<file path="src/rtl/bullet_slot_arbiter_pkg.sv">
// rtl/bullet_slot_arbiter_pkg.sv - shared sizing defaults and FSM encoding for the bullet slot arbiter
package bullet_slot_arbiter_pkg;

   localparam int DEF_NREQ     = 4;
   localparam int DEF_NSLOT    = 4;
   localparam int DEF_REQ_ID_W = 2;

   typedef enum logic {
      IDLE = 1'b0,
      SCAN = 1'b1
   } state_t;

endpackage

</file>
<file path="src/rtl/bullet_slot_arbiter_free_slot_encoder.sv">
// rtl/bullet_slot_arbiter_free_slot_encoder.sv - lowest-index free bullet slot finder
module bullet_slot_arbiter_free_slot_encoder
   import bullet_slot_arbiter_pkg::*;
#(
   parameter int NSLOT  = DEF_NSLOT,
   parameter int SLOT_W = (NSLOT > 1) ? $clog2(NSLOT) : 1
) (
   input  logic [NSLOT-1:0]  slot_busy,
   output logic [SLOT_W-1:0] slot_idx,
   output logic              any_free
);

   // Walk downward so the last hit written is the lowest free index.
   always_comb begin
      slot_idx = '0;
      any_free = 1'b0;
      for (int s = NSLOT - 1; s >= 0; s--) begin
         if (!slot_busy[s]) begin
            slot_idx = SLOT_W'(s);
            any_free = 1'b1;
         end
      end
   end

endmodule

</file>
<file path="src/rtl/bullet_slot_arbiter.sv">
// rtl/bullet_slot_arbiter.sv - round-robin fire request to bullet slot arbiter
// Optional macro PLAYER_PRIORITY_EN: requester 0 is examined first in every scan.
module bullet_slot_arbiter
   import bullet_slot_arbiter_pkg::*;
#(
   parameter int NREQ     = DEF_NREQ,
   parameter int NSLOT    = DEF_NSLOT,
   parameter int REQ_ID_W = DEF_REQ_ID_W
) (
   input  logic                clk,
   input  logic                rst,
   input  logic                enb,
   input  logic                pixel_0_line_0,
   input  logic [NREQ-1:0]     req,
   input  logic [NSLOT-1:0]    slot_done,
   output logic [NSLOT-1:0]    launch,
   output logic [REQ_ID_W-1:0] launch_owner,
   output logic [NSLOT-1:0]    slot_busy,
   output logic [NREQ-1:0]     dropped,
   output logic                busy
);

   localparam int SLOT_W = (NSLOT > 1) ? $clog2(NSLOT) : 1;
   localparam logic [REQ_ID_W-1:0] LAST_ID = REQ_ID_W'(NREQ - 1);

   state_t              state, state_nxt;
   logic [NREQ-1:0]     pending, pending_nxt;
   logic [NSLOT-1:0]    slot_busy_nxt, launch_nxt, slot_set;
   logic [NREQ-1:0]     dropped_nxt, grant_vec, cap;
   logic [REQ_ID_W-1:0] idx, idx_nxt, cnt, cnt_nxt, rr_ptr, rr_nxt;
   logic [REQ_ID_W-1:0] last_grant, last_nxt, owner_nxt, start_idx;
   logic                granted_any, any_nxt, grant;
   logic [SLOT_W-1:0]   free_idx;
   logic                any_free;
   logic [NSLOT-1:0]    free_onehot;

   bullet_slot_arbiter_free_slot_encoder #(
      .NSLOT  (NSLOT),
      .SLOT_W (SLOT_W)
   ) u_free_slot_encoder (
      .slot_busy (slot_busy),
      .slot_idx  (free_idx),
      .any_free  (any_free)
   );

   assign free_onehot = NSLOT'(1) << free_idx;
   assign busy        = (state == SCAN);

`ifdef PLAYER_PRIORITY_EN
   assign start_idx = '0;
`else
   assign start_idx = rr_ptr;
`endif

   always_comb begin
      state_nxt = state;
      idx_nxt   = idx;
      cnt_nxt   = cnt;
      rr_nxt    = rr_ptr;
      last_nxt  = last_grant;
      any_nxt   = granted_any;
      launch_nxt = '0;
      owner_nxt  = '0;
      grant      = 1'b0;
      grant_vec  = '0;
      slot_set   = '0;
      case (state)
         IDLE: begin
            if (enb && pixel_0_line_0 && (|pending) && any_free) begin
               state_nxt = SCAN;
               idx_nxt   = start_idx;
               cnt_nxt   = '0;
               any_nxt   = 1'b0;
            end
         end
         SCAN: begin
            if (enb) begin
               if (pending[idx] && any_free) begin
                  grant          = 1'b1;
                  grant_vec[idx] = 1'b1;
                  slot_set       = free_onehot;
                  launch_nxt     = free_onehot;
                  owner_nxt      = idx;
                  last_nxt       = idx;
                  any_nxt        = 1'b1;
               end
`ifdef PLAYER_PRIORITY_EN
               // After the cannon, rotate over 1..NREQ-1 starting at rr_ptr.
               if (idx == '0)
                  idx_nxt = (rr_ptr == '0) ? REQ_ID_W'(1) : rr_ptr;
               else
                  idx_nxt = (idx == LAST_ID) ? REQ_ID_W'(1) : idx + 1'b1;
`else
               idx_nxt = (idx == LAST_ID) ? '0 : idx + 1'b1;
`endif
               cnt_nxt = cnt + 1'b1;
               if (cnt == LAST_ID || (grant && (&(slot_busy | free_onehot)))) begin
                  state_nxt = IDLE;
                  if (any_nxt)
                     rr_nxt = (last_nxt == LAST_ID) ? '0 : last_nxt + 1'b1;
               end
            end
         end
         default: state_nxt = IDLE;
      endcase
   end

   // A request landing on the grant cycle re-arms pending without a drop.
   assign cap           = enb ? req : '0;
   assign pending_nxt   = (pending & ~grant_vec) | cap;
   assign dropped_nxt   = cap & pending & ~grant_vec;
   assign slot_busy_nxt = (slot_busy & ~slot_done) | slot_set;

   always_ff @(posedge clk) begin
      if (rst) begin
         state        <= IDLE;
         pending      <= '0;
         slot_busy    <= '0;
         rr_ptr       <= '0;
         idx          <= '0;
         cnt          <= '0;
         last_grant   <= '0;
         granted_any  <= 1'b0;
         launch       <= '0;
         launch_owner <= '0;
         dropped      <= '0;
      end else begin
         state        <= state_nxt;
         pending      <= pending_nxt;
         slot_busy    <= slot_busy_nxt;
         rr_ptr       <= rr_nxt;
         idx          <= idx_nxt;
         cnt          <= cnt_nxt;
         last_grant   <= last_nxt;
         granted_any  <= any_nxt;
         launch       <= launch_nxt;
         launch_owner <= owner_nxt;
         dropped      <= dropped_nxt;
      end
   end

endmodule

</file>
<file path="config.mk">
export PLATFORM = sky130hd
export DESIGN_NAME = bullet_slot_arbiter
export DESIGN_NICKNAME = d
export VERILOG_FILES = /design/src/rtl/bullet_slot_arbiter_pkg.sv /design/src/rtl/bullet_slot_arbiter_free_slot_encoder.sv /design/src/rtl/bullet_slot_arbiter.sv
export SDC_FILE = /design/constraint.sdc
export NUM_CORES = 1
export LEC_CHECK = 0
export BUFFER_PORTS_ARGS = -buffer_cell sky130_fd_sc_hd__buf_2
export CELL_PAD_IN_SITES_DETAIL_PLACEMENT = 2
export CELL_PAD_IN_SITES_GLOBAL_PLACEMENT = 2
export CORE_UTILIZATION = 32
export DETAILED_ROUTE_END_ITERATION = 6
export HOLD_SLACK_MARGIN = 0.03
export MAX_ROUTING_LAYER = met4
export PLACE_DENSITY_LB_ADDON = 0.05
export SKIP_CTS_REPAIR_TIMING = 1
export SLEW_MARGIN = 20
export SYNTH_ARGS = -nofsm -noshare
export SYNTH_HDL_FRONTEND = slang
export SYNTH_HIERARCHICAL = 1
export SYNTH_SLANG_ARGS = --single-unit
</file>
<file path="constraint.sdc">
create_clock -name clk -period 2.3 [get_ports clk]
set_clock_uncertainty 0.2 [all_clocks]
set_input_delay 0.115 -clock clk [delete_from_list [all_inputs] [get_ports clk]]
set_output_delay 0.115 -clock clk [all_outputs]
set_load 0.01 [all_outputs]
</file>
# Word level (Yosys, flattened, before mapping)
# Index checks and enable logic that the tools add are counted.
# op_classes
add_sub_neg	3
n_mul	0
div_mod_pow	0
magnitude_cmp	2
eq_ne	5
shifts	1
mux	43
n_bitwise	12
reduce_logical	13
# op_table
op	count
$mux W4	7
$mux W2	13
$mux W1	17
$and A4 B4 Y4	4
$or A4 B4 Y4	3
$not A4 Y4	2
$pmux W2 S2	2
$reduce_and A4 Y1	2
$reduce_or A4 Y1	2
$add A2 B1 Y2 const B	3
$eq A2 B2 Y1 const B	3
$logic_and A1 B1 Y1	6
$ne A2 B2 Y1 const B	2
$pmux W1 S2	2
$reduce_and A2 Y1	2
$shl A1 B2 Y4 const A	1
$lt A2 B3 Y1 const B	1
$not A1 Y1	3
$bmux W1 S2	1
$demux W1 S2	1
$ge A2 B1 Y1 const B	1
$logic_or A1 B1 Y1	1
# totals
reg_bits	28
latch_bits	0
ram_bits	0
romBits	0
in_bits	12
out_inout_bits	15
word_cells	90
memories	0

# Depth between registers and ports, before layout
# Gate-level depths: netlist of run 1.
# depth
depth_word	13
ltp_mapped	9
ltp_nobuf	9

# Modules after synthesis
# The synthesis of run 1 kept the hierarchy.
# by_module_without_submodules
module	n_inst	cells_each	area_per_inst_um2	seq_area_each_um2
bullet_slot_arbiter	1	133	1297.5	560.5
bullet_slot_arbiter_free_slot_encoder	1	5	28.8	0.0

# Worst setup path after synthesis of run 1
# OpenSTA, ideal clock, no wires.
# synth_path
kind	reg-to-reg
startpoint	register slot_busy[3]
endpoint	register state, in the netlist busy
setup_time_ns	0.071
arrival_ns	1.709
required_time_ns	2.029
setup_slack_ns	0.321
path_stages_with_launch	9
path_buffers	1
synth_period_minus_slack_ns	1.979
cell_sequence	dfxtp_1 -> nand2b_1 -> a21boi_1 -> buf_6 -> nor2b_4 -> a41o_1 -> o32a_1 -> a21bo_1 -> a21oi_1
# synth_via
word_cells_on_any_way	22
cone_classes	shift: 1; mux: 15; bitwise: 1; reduce/logical: 5
# synth_rtl
element	line	text
from (decl)	bullet_slot_arbiter.sv:18	output logic [NSLOT-1:0] slot_busy,
from (signal assigned)	bullet_slot_arbiter.sv:130	slot_busy <= slot_busy_nxt;
$mux W2 (4 in series)	bullet_slot_arbiter_free_slot_encoder.sv:18	if (!slot_busy[s]) begin
via free_idx[0]	bullet_slot_arbiter.sv:33	logic [SLOT_W-1:0] free_idx;
$shl A1 B2 Y4	bullet_slot_arbiter.sv:46	assign free_onehot = NSLOT'(1) << free_idx;
$or A4 B4 Y4	bullet_slot_arbiter.sv:97	if (cnt == LAST_ID || (grant && (&(slot_busy | free_onehot)))) begin
$reduce_and A4 Y1	bullet_slot_arbiter.sv:97	
$logic_and A1 B1 Y1	bullet_slot_arbiter.sv:97	
$logic_or A1 B1 Y1	bullet_slot_arbiter.sv:97	
$mux W1	bullet_slot_arbiter.sv:97	
$mux W1	bullet_slot_arbiter.sv:77	if (enb) begin
$pmux W1 S2	bullet_slot_arbiter.sv:67	case (state)
to (signal assigned)	bullet_slot_arbiter.sv:128	state <= state_nxt;
to (decl)	bullet_slot_arbiter.sv:26	state_t state, state_nxt;
# The timed path passes the listed nets, and every way through them passes these cells. The select of a mux whose other input is x is not followed.
# A chain may end at the register's enable or synchronous reset.

# Worst setup path in the final report of run 1
# layout_path
startpoint	register slot_busy[3]
endpoint	register rr_ptr[1]
# layout_via
word_cells_on_any_way	27
cone_classes	add/sub: 1; eq/ne: 1; shift: 1; mux: 18; bitwise: 1; reduce/logical: 5
# layout_rtl
element	line	text
$mux W2 (4 in series)	bullet_slot_arbiter_free_slot_encoder.sv:18	
via free_idx[0]	bullet_slot_arbiter.sv:33	
$shl A1 B2 Y4	bullet_slot_arbiter.sv:46	
$or A4 B4 Y4	bullet_slot_arbiter.sv:97	
$reduce_and A4 Y1	bullet_slot_arbiter.sv:97	
$logic_and A1 B1 Y1	bullet_slot_arbiter.sv:97	
$logic_or A1 B1 Y1	bullet_slot_arbiter.sv:97	
$reduce_and A4 Y1 (no source line)	--	
to (signal assigned)	bullet_slot_arbiter.sv:131	rr_ptr <= rr_nxt;
to (decl)	bullet_slot_arbiter.sv:30	logic [REQ_ID_W-1:0] idx, idx_nxt, cnt, cnt_nxt, rr_ptr, rr_nxt;
# The timed path passes the listed nets, and every way through them passes these cells. The select of a mux whose other input is x is not followed.

==> results.py, run 1 <==
metrics = {
    "status": {
        "status": "finished, final reports clean",
    },
    "critical_path": {
        "startpoint_type": "flop",
        "critPathMaxFanout": 8,
        "crit_arrival_ns": 2.10,
        "path_class": "reg2reg",
        "end_kind": "flop",
        "cp.required_ns": 2.31,
    },
    "logic_synthesis": {
        "synth_top_area_cell": "dfxtp_1",
        "muxShareOfSynthArea_pct": 5.38,
        "yosys.area_share.xor_xnor_pct": 0,
        "synth_top_flop_cell": "dfxtp_1",
        "synth_common_cells": "dfxtp_1 (28), nor2_1 (12), nand2_1 (9), a21oi_1 (7)",
        "ys_seq_area_share_pct": 42.3,
        "yosys.area_share.adder_pct": 5.66,
        "synthSimpleGateAreaFrac_pct": 22.9,
        "synth_compound_area_share_pct": 18.7,
        "synthArstFlopShare_pct": 0,
        "synth_seq_cells": 28,
        "synth_area_leaders": "dfxtp_1 (42%), ha_1 (5.7%), mux2i_1 (4.5%)",
        "synth-edff-count": 0,
        "synth_top_area_share_pct": 42.3,
        "avgSynthCellArea_um2": 9.61,
        "synth_cell_type_count": 38,
        "syn_nets": 156,
        "yosysMostFrequentCell": "dfxtp_1",
        "yosysWarnings": 6,
        "synth_area_um2": 1330,
        "synth_cells": 138,
        "synth_top_family_by_area": "simple AND/OR/NAND/NOR gates",
    },
    "power": {
        "irDropWorstVdd_mv": 0.214,
        "p_comb_share_pct": 12.7,
        "p_seq_share_pct": 57.5,
        "p_clk_share_pct": 29.8,
        "p_sw_uw": 223,
        "power.total_uw": 892,
        "leakagePower_uw": 0.000710,
        "power.density_nw_per_um2": 550,
        "p_int_uw": 669,
        "p_sw_share_pct": 25.0,
    },
    "floorplanning": {
        "die_y_um": 66.4,
        "start_util_pct": 33.2,
        "core_area_um2": 4000,
        "num_rows": 23,
        "ios": 27,
        "dieArea_um2": 4410,
        "die_x_um": 66.4,
    },
    "timing": {
        "finalSetupViolCount": 0,
        "final.period_utilization_pct": 90.8,
        "fin_ws_ns": 0.212,
        "max_freq_mhz": 479,
        "hold_viol": 0,
        "rsz0062_at_grt": "no",
        "tns_ns": 0,
        "worst_pin_slew_ns": 0.477,
        "min_period_ns": 2.09,
        "slew_violations": 0,
        "slew_headroom_pct": 68.0,
    },
    "route": {
        "drt_iter0_markers": 39,
        "route.detailed.wl_per_inst_um": 15.8,
        "drcViolationCount": 0,
        "dr.pass1.iters": 4,
        "avgViaCountPerCell": 5.11,
        "wirelength_um": 3490,
        "vias": 1129,
        "ant_nets": 0,
    },
    "global_route": {
        "grt_use_total_pct": 18.0,
        "grt_pass1_vias": 1151,
        "grt_start_max_net_pins": 28,
        "grt_pass1_wl_um": 5720,
        "antenna_found_initial": 0,
        "globalRouteOverflowTotal": 0,
    },
    "final_layout": {
        "area_growth_pct": 22.3,
        "nets": 191,
        "diodes": 0,
        "drive_gt1_share_pct": 25.1,
        "finish.utilization_pct": 40.5,
    },
    "flow_run": {
        "maxCapViolCount": 0,
    },
    "cts": {
        "clk_transition_reported_paths_ns": 0.09,
        "htree_levels": 1,
        "cts-buffers-inserted": 3,
        "clock_path_buffers": 2,
        "tritoncts": "done",
        "cts.sinks": 28,
        "clk_latency_ns": 0.27,
        "ctsRootBufferMaster": "clkbuf_8",
    },
    "hold_path": {
        "holdCritPathClass": "in2reg",
    },
    "placed_design": {
        "place.gp.congestion": 0.777,
        "hpwlAfterDp_um": 2530,
        "place_ws_ns": 0.0685,
        "portBuffers": 26,
    },
}
-- cell families after synthesis --
| family | count (synthesis) |
|---|---|
| AOI/OAI and AO/OA | 30 |
| adders and majority gates | 6 |
| muxes | 7 |
| and+or+nand+nor | 55 |
| buffers and inverters | 12 |
| DFF | 28 |
-- per-layer routing --
metal / track usage [%] / part of all wire [%] / vias up
met3: 2.59 / 1.9 / 2
met4: 6.38 / 0.63 / 0
li1: - / - / 554
met5: - / 0 / -
met1: 22.1 / 47 / 556
met2: 30.0 / 50 / 17
-- critical path: stages, from the launching register on --
cell and delay (ns):
dfxtp_1 0.39, nand2b_1 0.19, a21boi_2 0.27, nor2b_4 0.23
a41o_1 0.19, o32a_1 0.17, o211a_2 0.22, mux2i_1 0.18
-- power groups by stage --
| stage | sequential [uW] | combinational, uW | clock [uW] |
|---|---|---|---|
| floorplan | 520 | 70.2 | 0 |
| global placement | 524 | 99.5 | 0 |
| detailed placement | 524 | 103 | 0 |
| CTS | 513 | 103 | 284 |
| global route | 516 | 127 | 299 |
| finish | 513 | 113 | 266 |
-- layout make-up --
type                       count  area (um2)
timing repair buffer          37         235
sequential                    28         562
multi-input combinational     98         702
tap                           50        62.6
inverter                       5        18.8
fill                         453        2380
clock buffer                   3        41.3
-- metrics by stage --
stage / hold WS [ns] / area [um2] / cells
after CTS: -0.133 / 1530 / 212
after detailed placement: 0.161 / 1490 / 209
after floorplan: 0.0572 / 1330 / 138
after global routing: 0.0582 / 1620 / 221
final: 0.0486 / 1620 / 221
after global placement: 0.151 / 1490 / 209
-- registers in the layout, indices dropped and copies added (netlist names) --
| register | flops |
|---|---|
| launch_owner | 2 |
| pending | 4 |
| last_grant | 2 |
| busy | 1 |
| idx | 2 |
| granted_any | 1 |
| dropped | 4 |
| cnt | 2 |
| launch | 4 |
| slot_busy | 4 |
| rr_ptr | 2 |
-- worst paths after layout --
| kind | from | endpoint | slack, ns | cells after the start |
|---|---|---|---|---|
| max reg2reg | slot_busy[3] | rr_ptr[1] | 0.21 | 7 |
| max | slot_busy[3] | rr_ptr[1] | 0.21 | 7 |
| min | enb | busy | 0.05 | 3 |
| min reg2reg | rr_ptr[0] | rr_ptr[0] | 0.28 | 2 |
-- cell usage in the layout (no fill, tap or decap), types with 2 or more instances in the layout --
| cell type | n |
|---|---|
| clkbuf_8 | 3 |
| nand3b_1 | 2 |
| dlygate4sd3_1 | 9 |
| nand3_1 | 2 |
| nor4_1 | 2 |
| ha_1 | 6 |
| mux2i_1 | 6 |
| nand2_1 | 9 |
| buf_2 | 26 |
| inv_1 | 5 |
| nor4b_1 | 2 |
| a21boi_2 | 4 |
| buf_4 | 2 |
| o21ba_1 | 3 |
| dfxtp_1 | 27 |
| and2_1 | 4 |
| nor2b_1 | 4 |
| o32a_1 | 2 |
| nor3_1 | 3 |
| a211oi_1 | 5 |
| and3_1 | 4 |
| nand2b_1 | 6 |
| a21oi_1 | 7 |
| nor2_1 | 12 |
Note: power is estimated with default switching activity, not from simulation.
==> run 2, diff against run 1 <==
==> constraint.sdc (replaced) <==
create_clock -name clk -period 2.3 [get_ports clk]
set_clock_uncertainty 0.2 [all_clocks]
set_input_delay 0.46 -clock clk [delete_from_list [all_inputs] [get_ports clk]]
set_output_delay 0.46 -clock clk [all_outputs]
set_load 0.01 [all_outputs]
==> run 2 against run 1 <==
- combinational power fell by 11%
- via count decreased by 3.5%
- hold slack better by 0.17 ns
- global-route usage did not move
- critical path depth unchanged
- clock power about the same
- register-to-register slack hardly changed
- clock-buffer cell count stayed put
- cell count down 4.1%
- non-clock buffer count decreased by 9
- sequential share of layout area increased by 2.0 points
- core utilization is 2.3 points lower
==> results.py, run 2 (synthesis gave the netlist of run 1 again) <==
metrics = {
    "critical_path": {
        "crit_arrival_ns": 2.10,
        "critPathMaxFanout": 8,
        "cp.required_ns": 2.31,
        "reg2reg_from": "slot_busy[3]",
        "end_kind": "flop",
        "startpoint_type": "flop",
        "path_class": "reg2reg",
        "crit_path_start": "slot_busy[3]",
    },
    "cts": {
        "ctsRootBufferMaster": "clkbuf_8",
        "tritoncts": "done",
        "cts.sinks": 28,
        "clock_path_buffers": 2,
        "cts-buffers-inserted": 3,
        "clk_latency_ns": 0.27,
        "htree_levels": 1,
        "clk_transition_reported_paths_ns": 0.09,
    },
    "route": {
        "met3_length_um": 76,
        "wl_met1_um": 1570,
        "drt_iter0_markers": 30,
        "dr.pass1.iters": 4,
        "route.detailed.wl_per_inst_um": 15.9,
        "top_layer": "met4",
        "ant_nets": 0,
        "wirelength_um": 3370,
        "vias": 1090,
        "drcViolationCount": 0,
        "wl_met2_um": 1700,
        "avgViaCountPerCell": 5.14,
    },
    "placed_design": {
        "place.gp.congestion": 0.777,
        "hpwlAfterDp_um": 2530,
        "portBuffers": 26,
    },
    "floorplanning": {
        "dieArea_um2": 4410,
        "core_area_um2": 4000,
        "die_x_um": 66.4,
        "die_y_um": 66.4,
        "start_util_pct": 33.2,
        "ios": 27,
        "num_rows": 23,
    },
    "global_route": {
        "antenna_found_initial": 0,
        "grt_use_total_pct": 18.0,
        "grt_pass1_vias": 1151,
        "grt_start_max_net_pins": 28,
        "globalRouteOverflowTotal": 0,
        "grt_pass1_wl_um": 5720,
    },
    "final_layout": {
        "final_common_cell": "dfxtp_1",
        "diodes": 0,
        "nets": 182,
        "area_growth_pct": 15.5,
        "layout_common_cells": "dfxtp_1 (27), buf_2 (26), nor2_1 (12)",
        "finish.utilization_pct": 38.3,
        "fillers": 461,
        "drive_gt1_share_pct": 26.5,
    },
    "power": {
        "irDropWorstVdd_mv": 0.214,
        "power.density_nw_per_um2": 575,
        "leakagePower_uw": 0.000674,
    },
    "timing": {
        "final.period_utilization_pct": 90.7,
        "hold_viol": 0,
        "finalSetupViolCount": 0,
        "slew_headroom_pct": 68.1,
        "max_freq_mhz": 479,
        "tns_ns": 0,
        "worst_pin_slew_ns": 0.475,
        "rsz0062_at_grt": "no",
        "slew_violations": 0,
        "min_period_ns": 2.09,
    },
    "status": {
        "status": "finished, final reports clean",
    },
    "hold_path": {
        "hp-start": "req[3]",
        "holdCritPathClass": "in2reg",
    },
    "flow_run": {
        "maxCapViolCount": 0,
    },
}
==> run 2: changes by cell type in the layout (fill, tap and decap cells not counted) <==
cell	delta
dlygate4sd3_1	-9
==> run 2: layout make-up <==
class,count,area [um2],share of cell area (%)
sequential,28,562,36.7
multi-input combinational,98,702,45.8
clock buffer,3,41.3,2.70
timing repair buffer,28,145,9.48
tap,50,62.6,4.08
inverter,5,18.8,1.23
==> run 2: layer usage <==
layer | GRT usage [%] | up-vias
li1 | - | 536
met1 | 22.1 | 535
met2 | 30.0 | 17
met3 | 2.59 | 2
met4 | 6.38 | 0
met5 | - | -
==> run 2: final timing paths <==
kind | cells after the start | slack [ns] | end
max | 7 | 0.21 | rr_ptr[1]
min | 2 | 0.22 | dropped[3]
max reg2reg | 7 | 0.21 | rr_ptr[1]
min reg2reg | 2 | 0.28 | rr_ptr[0]
==> run 2: power breakdown <==
group          switching (uW)  internal [uW]  total, uW
Clock                     148            118        266
Combinational            57.0           44.2        101
Sequential               15.4            497        513
==> run 2: critical path, stage by stage, from the launching register on <==
cell and delay [ns]:
dfxtp_1 0.39, nand2b_1 0.19, a21boi_2 0.27, nor2b_4 0.23, a41o_1 0.19, o32a_1 0.17
o211a_2 0.22, mux2i_1 0.18
==> run 2: metrics by stage <==
step,hold WS [ns],total power [uW],cells,worst slack (ns),instance area [um2]
final,0.219,880,212,0.213,1530
after global routing,0.225,928,212,0.0388,1530
after CTS,0.212,901,212,0.0506,1530
after detailed placement,0.268,627,209,0.0685,1490
after global placement,0.263,623,209,0.128,1490
after floorplan,0.234,590,138,0.321,1330
==> run 3, diff against run 2 <==
CORE_UTILIZATION = 34   (was 32)
CTS_BUF_LIST = sky130_fd_sc_hd__clkbuf_2 sky130_fd_sc_hd__clkbuf_4 sky130_fd_sc_hd__clkbuf_8   (was default)
==> run 3 against run 2 <==
- register-to-register slack lost 0.04 ns
- highest routed layer unchanged
- maximum frequency shrank 1.6%
- combinational power grew 6%
- critical path type unchanged
==> results.py, run 3 (synthesis gave the netlist of run 1 again) <==
metrics = {
    "route": {
        "avgViaCountPerCell": 5.20,
        "drt_iter0_markers": 32,
        "ant_nets": 0,
        "wirelength_um": 3520,
        "dr.pass1.iters": 3,
        "vias": 1102,
        "route.detailed.wl_per_inst_um": 16.6,
        "drcViolationCount": 0,
    },
    "placed_design": {
        "hpwlAfterDp_um": 2630,
        "portBuffers": 26,
        "place.gp.congestion": 0.792,
        "dp.cells": 208,
        "place_ws_ns": 0.0163,
    },
    "timing": {
        "slew_violations": 0,
        "fin_ws_ns": 0.178,
        "max_freq_mhz": 471,
        "final.period_utilization_pct": 92.3,
        "tns_ns": 0,
        "finalSetupViolCount": 0,
        "slew_headroom_pct": 65.0,
        "hold_viol": 0,
        "min_period_ns": 2.12,
        "worst_pin_slew_ns": 0.521,
        "rsz0062_at_grt": "no",
    },
    "final_layout": {
        "nets": 183,
        "diodes": 0,
        "final_cells": 212,
        "fillers": 441,
        "final_common_cell": "dfxtp_1",
        "layout_common_cells": "dfxtp_1 (27), buf_2 (26), nor2_1 (12)",
        "drive_gt1_share_pct": 27.4,
        "area_growth_pct": 16.9,
    },
    "flow_run": {
        "maxCapViolCount": 0,
    },
    "cts": {
        "clk_transition_reported_paths_ns": 0.10,
        "htree_levels": 1,
        "clock_path_buffers": 2,
        "cts-buffers-inserted": 3,
        "ctsRootBufferMaster": "clkbuf_8",
        "tritoncts": "done",
        "clk_latency_ns": 0.27,
        "cts.sinks": 28,
    },
    "power": {
        "irDropWorstVdd_mv": 0.205,
        "power.density_nw_per_um2": 597,
        "p_sw_uw": 229,
        "p_clk_share_pct": 33.2,
        "p_int_uw": 697,
        "p_sw_share_pct": 24.7,
        "leakagePower_uw": 0.000687,
        "p_comb_share_pct": 11.6,
        "p_seq_share_pct": 55.3,
    },
    "floorplanning": {
        "start_util_pct": 36.0,
        "num_rows": 22,
        "die_y_um": 64.5,
        "core_area_um2": 3690,
        "dieArea_um2": 4150,
        "die_x_um": 64.5,
        "ios": 27,
    },
    "hold_path": {
        "holdCritPathClass": "in2reg",
        "hp-start": "req[3]",
        "min_path_cells": 2,
    },
    "global_route": {
        "antenna_found_initial": 0,
        "globalRouteOverflowTotal": 0,
        "grt_start_max_net_pins": 28,
        "grt_use_total_pct": 19.5,
        "grt_pass1_wl_um": 5950,
        "grt_pass1_vias": 1176,
    },
    "critical_path": {
        "reg2reg_from": "slot_busy[3]",
        "crit_arrival_ns": 2.13,
        "cp.required_ns": 2.31,
        "r2r_cells": 7,
        "end_kind": "flop",
        "path_class": "reg2reg",
        "startpoint_type": "flop",
        "critPathMaxFanout": 8,
        "crit_path_start": "slot_busy[3]",
    },
    "status": {
        "status": "finished, final reports clean",
    },
}
## run 3: cell types whose count changed in the layout (fill, tap and decap cells not counted)
cell      before  now
clkbuf_8       3    4
buf_4          2    3
## run 3: area by class of cell
type                       count  area (um2)  share of cell area [%]
tap                           48        60.1                    3.87
inverter                       5        18.8                    1.21
clock buffer                   4        55.1                    3.55
timing repair buffer          29         153                    9.85
multi-input combinational     98         702                    45.3
sequential                    28         562                    36.2
## run 3: critical path: stages (launching register included)
cell and delay [ns]:
dfxtp_1 0.39, nand2b_1 0.19, a21boi_2 0.28, nor2b_4 0.24
a41o_1 0.19, o32a_1 0.17, o211a_2 0.22, mux2i_1 0.19
## run 3: path summary, 6_finish.rpt
check | end | slack (ns)
setup / recovery | rr_ptr[1] | 0.18
hold / removal | dropped[3] | 0.23
setup reg to reg | rr_ptr[1] | 0.18
hold reg to reg | rr_ptr[0] | 0.29
## run 3: routing by layer
layer,up-vias,routed length (um),track usage (%)
met5,-,0,-
met1,546,1620,23.5
met4,0,38,7.50
li1,537,-,-
met2,17,1790,32.9
met3,2,72,2.64
## run 3: per-stage QoR
step,total power [uW],instance area [um2],utilization [%],hold slack [ns]
after global placement,624,1490,40.4,0.258
after floorplan,590,1330,-,0.234
after detailed placement,629,1490,40.4,0.279
final,925,1550,42.0,0.230
after global routing,972,1550,42.0,0.237
after CTS,938,1550,41.9,0.226
## run 3: power by group through the flow
stage                     clock network [uW]  logic, uW  registers (uW)
after global routing                     339        119             513
after CTS                                319        108             511
final                                    307        107             511
after detailed placement                   0        107             522
after floorplan                            0       70.2             520
after global placement                     0        102             522
